$ cat src/rtl/regfile_scoreboard.sv
// 2**ADDR_W x DATA_W register file with a per-register pending scoreboard for decode stalls.
// Optional macro REGFILE_WB_BYPASS_EN forwards same-cycle write-back data to the read ports.
`timescale 1ns/1ps

module regfile_scoreboard #(
    parameter int DATA_W = 32,
    parameter int ADDR_W = 5
) (
    input  logic              clk,
    input  logic              rst_n,
    input  logic [ADDR_W-1:0] rs_addr,
    input  logic [ADDR_W-1:0] rt_addr,
    output logic [DATA_W-1:0] rs_data,
    output logic [DATA_W-1:0] rt_data,
    output logic              rs_busy,
    output logic              rt_busy,
    input  logic              wr_en,
    input  logic [ADDR_W-1:0] wr_addr,
    input  logic [DATA_W-1:0] wr_data,
    input  logic              iss_en,
    input  logic [ADDR_W-1:0] iss_addr,
    output logic [ADDR_W:0]   pend_cnt
);

    localparam int NREGS = 2**ADDR_W;

    logic [DATA_W-1:0] regs [NREGS];
    logic [NREGS-1:0]  pend;
    logic              wr_ok;
    logic              iss_ok;
    logic              cnt_inc;
    logic              cnt_dec;

    assign wr_ok  = wr_en  && (wr_addr  != '0);
    assign iss_ok = iss_en && (iss_addr != '0);

    // A clear is cancelled when a newer issue lands on the same register this cycle.
    assign cnt_inc = iss_ok && !pend[iss_addr];
    assign cnt_dec = wr_ok && pend[wr_addr] && !(iss_ok && (iss_addr == wr_addr));

    always_ff @(posedge clk or negedge rst_n) begin
        if (!rst_n) begin
            for (int i = 0; i < NREGS; i++) begin
                regs[i] <= '0;
            end
        end else if (wr_ok) begin
            regs[wr_addr] <= wr_data;
        end
    end

    // The issue assignment comes last so it overrides a same-address clear.
    always_ff @(posedge clk or negedge rst_n) begin
        if (!rst_n) begin
            pend <= '0;
        end else begin
            if (wr_ok) begin
                pend[wr_addr] <= 1'b0;
            end
            if (iss_ok) begin
                pend[iss_addr] <= 1'b1;
            end
        end
    end

    always_ff @(posedge clk or negedge rst_n) begin
        if (!rst_n) begin
            pend_cnt <= '0;
        end else if (cnt_inc && !cnt_dec) begin
            pend_cnt <= pend_cnt + {{ADDR_W{1'b0}}, 1'b1};
        end else if (cnt_dec && !cnt_inc) begin
            pend_cnt <= pend_cnt - {{ADDR_W{1'b0}}, 1'b1};
        end
    end

`ifdef REGFILE_WB_BYPASS_EN
    logic rs_hit;
    logic rt_hit;

    assign rs_hit = wr_ok && (wr_addr == rs_addr);
    assign rt_hit = wr_ok && (wr_addr == rt_addr);

    always_comb begin
        rs_data = regs[rs_addr];
        rt_data = regs[rt_addr];
        rs_busy = pend[rs_addr];
        rt_busy = pend[rt_addr];
        if (rs_hit) begin
            rs_data = wr_data;
            if (!(iss_ok && (iss_addr == rs_addr))) begin
                rs_busy = 1'b0;
            end
        end
        if (rt_hit) begin
            rt_data = wr_data;
            if (!(iss_ok && (iss_addr == rt_addr))) begin
                rt_busy = 1'b0;
            end
        end
    end
`else
    always_comb begin
        rs_data = regs[rs_addr];
        rt_data = regs[rt_addr];
        rs_busy = pend[rs_addr];
        rt_busy = pend[rt_addr];
    end
`endif

endmodule

$ cat config.mk
export PLATFORM = sky130hd
export DESIGN_NAME = regfile_scoreboard
export DESIGN_NICKNAME = d
export VERILOG_FILES = /design/src/rtl/regfile_scoreboard.sv
export SDC_FILE = /design/constraint.sdc
export NUM_CORES = 2
export LEC_CHECK = 0
export ABC_CLOCK_PERIOD_IN_PS = 6800
export CORE_ASPECT_RATIO = 0.75
export CORE_MARGIN = 5
export CORE_UTILIZATION = 25
export DETAILED_ROUTE_END_ITERATION = 16
export PLACE_DENSITY = 0.36
export SYNTH_ARGS = -nofsm -noshare
export SYNTH_HDL_FRONTEND = slang
export SYNTH_SLANG_ARGS = --single-unit
$ cat constraint.sdc
create_clock -name clk -period 6.8 [get_ports clk]
set_clock_uncertainty 0.1 [all_clocks]
set_input_delay 1.02 -clock clk [delete_from_list [all_inputs] [get_ports clk]]
set_output_delay 1.02 -clock clk [all_outputs]
set_load 0.02 [all_outputs]
==> impl_metrics.env <==
export IMPL_status="finished clean"
export IMPL_core_um2=226000
export IMPL_grtUsageTotal=0.173
export IMPL_initial_utilization=0.251
export IMPL_power_density_nw_per_um2=299
export IMPL_hold_viol=0
export IMPL_finalWeightedCongestion=0.753
export IMPL_synthCells=3397
export IMPL_start_kind="input port"
export IMPL_clk_pin_slew_worst_paths_ns=0.06
export IMPL_slew_violations=0
export IMPL_synth_cell_types=42
export IMPL_syn_area_um2=56600
export IMPL_antenna_found_initial=8
export IMPL_worst_slew_pin_slew_ns=1.29
export IMPL_crit_fanout=43
export IMPL_syn_num_nets=3459
export IMPL_grt_first_pass_wirelength_um=296000
export IMPL_fin_crit_ns=5.24
export IMPL_p_leak_uw=0.0268
export IMPL_synth_seq_area_share=0.470
export IMPL_drc=0
export IMPL_die_h_um=422
export IMPL_cts_root_buf="clkbuf_16"
export IMPL_synth_warnings=0
export IMPL_layout_nets=3404
export IMPL_seq_area_um2=26600
export IMPL_synthFlopType="dfrtp_1"
export IMPL_numCtsBuffers=119
export IMPL_max_cap_violations=0
export IMPL_ctsHoldBuffers=0
export IMPL_clock_fmax_mhz=191
export IMPL_multi_input_area_um2=28500
export IMPL_synth_avg_cell_area_um2=16.7
export IMPL_dr_pass1_iters=5
export IMPL_clock_path_buffers=3
export IMPL_rsz0062_at_grt="false"
export IMPL_cts_tree="done"
export IMPL_postCtsSetupBuffers=0
export IMPL_layout_common_cells="1062 x dfrtp_1, 1058 x mux2_2, 669 x mux4_2, 121 x clkbuf_16, 116 x clkdlybuf4s50_1"
export IMPL_synth_edf_count=0
export IMPL_max_slew_margin=0.135
export IMPL_numPlacedInstances=6204
export IMPL_postCtsResizedCells=0
export IMPL_grt_max_degree=164
export IMPL_ios=128
export IMPL_r2r_cells=13
export IMPL_layout_commonest_cell="dfrtp_1"
export IMPL_portBuffers=127
export IMPL_grt_pass1_vias=36894
export IMPL_dr_first_iter_drc_count=2071
export IMPL_final_setup_viol_count=0
export IMPL_crit_arrival_ns=4.12
export IMPL_dp_final_hpwl_um=119000
export IMPL_ant_nets=0
export IMPL_cts_sinks=1062
export IMPL_stdcell_count=6419
export IMPL_drive_above_1_share=0.595
export IMPL_timing_hold_ws_ns=0.185
export IMPL_fill_cells=22318
export IMPL_min_path_type="in -> async"
export IMPL_routed_wirelength_um=206000
export IMPL_overflow=0
export IMPL_path_class="in -> out"
export IMPL_drt_wirelength_per_cell_um=32.1
export IMPL_die_area_um2=236000
export IMPL_ctsHtreeMaxLevel=3
export IMPL_rows=151
export IMPL_p_total_uw=19500
export IMPL_crit_required_ns=5.68
export IMPL_endpoint_kind="output pin"
export IMPL_worstSkewPairLatency_ns=0.73
export IMPL_syn2layout_area_growth_pct=15.2
export IMPL_post_route_period_util=0.770
export IMPL_fin_setup_tns_ns=0
export IMPL_die_w_um=559
export IMPL_ys_seq_elements=1062
export IMPL_vias=33259
export IMPL_synthArstFlopShare=1.00
export IMPL_vdd_ir_drop_max_mv=0.206
export IMPL_via_per_inst=5.18
cells in the mapped netlist, types with 3 or more instances:
cell,instances,area share
o22ai_1,6,0.00066
buf_2,117,0.010
nor2_1,20,0.0013
nor3b_1,6,0.00080
nand3b_1,4,0.00053
xnor2_1,3,0.00046
mux4_2,669,0.27
buf_1,34,0.0023
mux2_2,1058,0.21
nor2b_1,4,0.00044
inv_1,6,0.00040
a32o_1,3,0.00053
clkbuf_1,230,0.015
mux2i_1,15,0.0027
nand2_1,35,0.0023
or2_2,3,0.00033
and3_1,4,0.00044
buf_4,12,0.0016
xor2_1,6,0.00093
a22o_1,9,0.0014
nor3_1,3,0.00027
a21oi_1,3,0.00027
nor4_1,5,0.00055
nand2b_1,8,0.00088
nand3_1,6,0.00053
ha_1,5,0.0011
buf_6,6,0.0012
o21ai_0,38,0.0034
dfrtp_1,1062,0.47
metal layers:
layer / global-route usage / up-vias / wire [um]
met1: 0.242 / 19038 / 94300
met3: 0.0236 / 275 / 7110
li1: - / 13263 / -
met2: 0.287 / 683 / 99400
met4: 0.0412 / 0 / 5250
met5: 0 / - / 0
cells by family (layout without fill, tap and decap cells):
| logic type | Yosys count | count (layout) | share of synthesized area |
|---|---|---|---|
| compound gates | 68 | 68 | 0.00745 |
| other cells | 0 | 4 | 0 |
| flops | 1062 | 1062 | 0.470 |
| xor+xnor | 9 | 9 | 0.00139 |
| buf+inv | 405 | 440 | 0.0310 |
| mux | 1742 | 1742 | 0.480 |
| simple gates | 105 | 105 | 0.00938 |
| fa+ha+maj | 6 | 6 | 0.00146 |
where the power goes:
group	leakage [uW]	switching (uW)	internal (uW)
logic	0.0113	1770	2690
registers	0.0136	928	7530
clock network	0.00189	2770	3770
total	0.0268	5480	14000
critical path, stage by stage:
cell	delay, ns
buf_8	0.49
buf_12	0.46
mux4_2	0.59
mux4_2	0.56
mux2_2	0.33
clkdlybuf4s50_1	0.55
stage by stage:
step           utilization  setup slack (ns)  instance area [um2]
6_report             0.289              1.56                65200
5_1_grt              0.289              1.39                65200
4_1_cts              0.289              1.49                65200
3_5_place_dp         0.272              1.04                61300
3_3_place_gp         0.272              1.04                61300
2_1_floorplan            -              2.46                56600
sequential cells by signal, summed over array words and instances (netlist names):
signal / flops
pend_cnt: 6
pend: 32
regs: 1024
final cells by class:
class | count | share of cell area
clock buffer | 190 | 0.0552
sequential | 1062 | 0.408
clock inverter | 21 | 0.00397
timing repair buffer | 223 | 0.0383
antenna | 4 | 0.000154
inverter | 6 | 0.000346
tap | 2983 | 0.0573
multi-input combinational | 1930 | 0.437
path summary, 6_finish.rpt:
path	slack, ns	to	start
setup / recovery	1.56	rs_data[17]	rs_addr[0]
hold / removal	0.19	regs[1023]	rst_n
setup reg to reg	2.86	pend_cnt[5]	pend[10]
hold reg to reg	0.29	regs[1023]	regs[1023]
max in group asynchronous	4.71	regs[997]	rst_n
min in group clk	0.29	regs[1023]	regs[1023]
(Power assumes the default switching activity.)
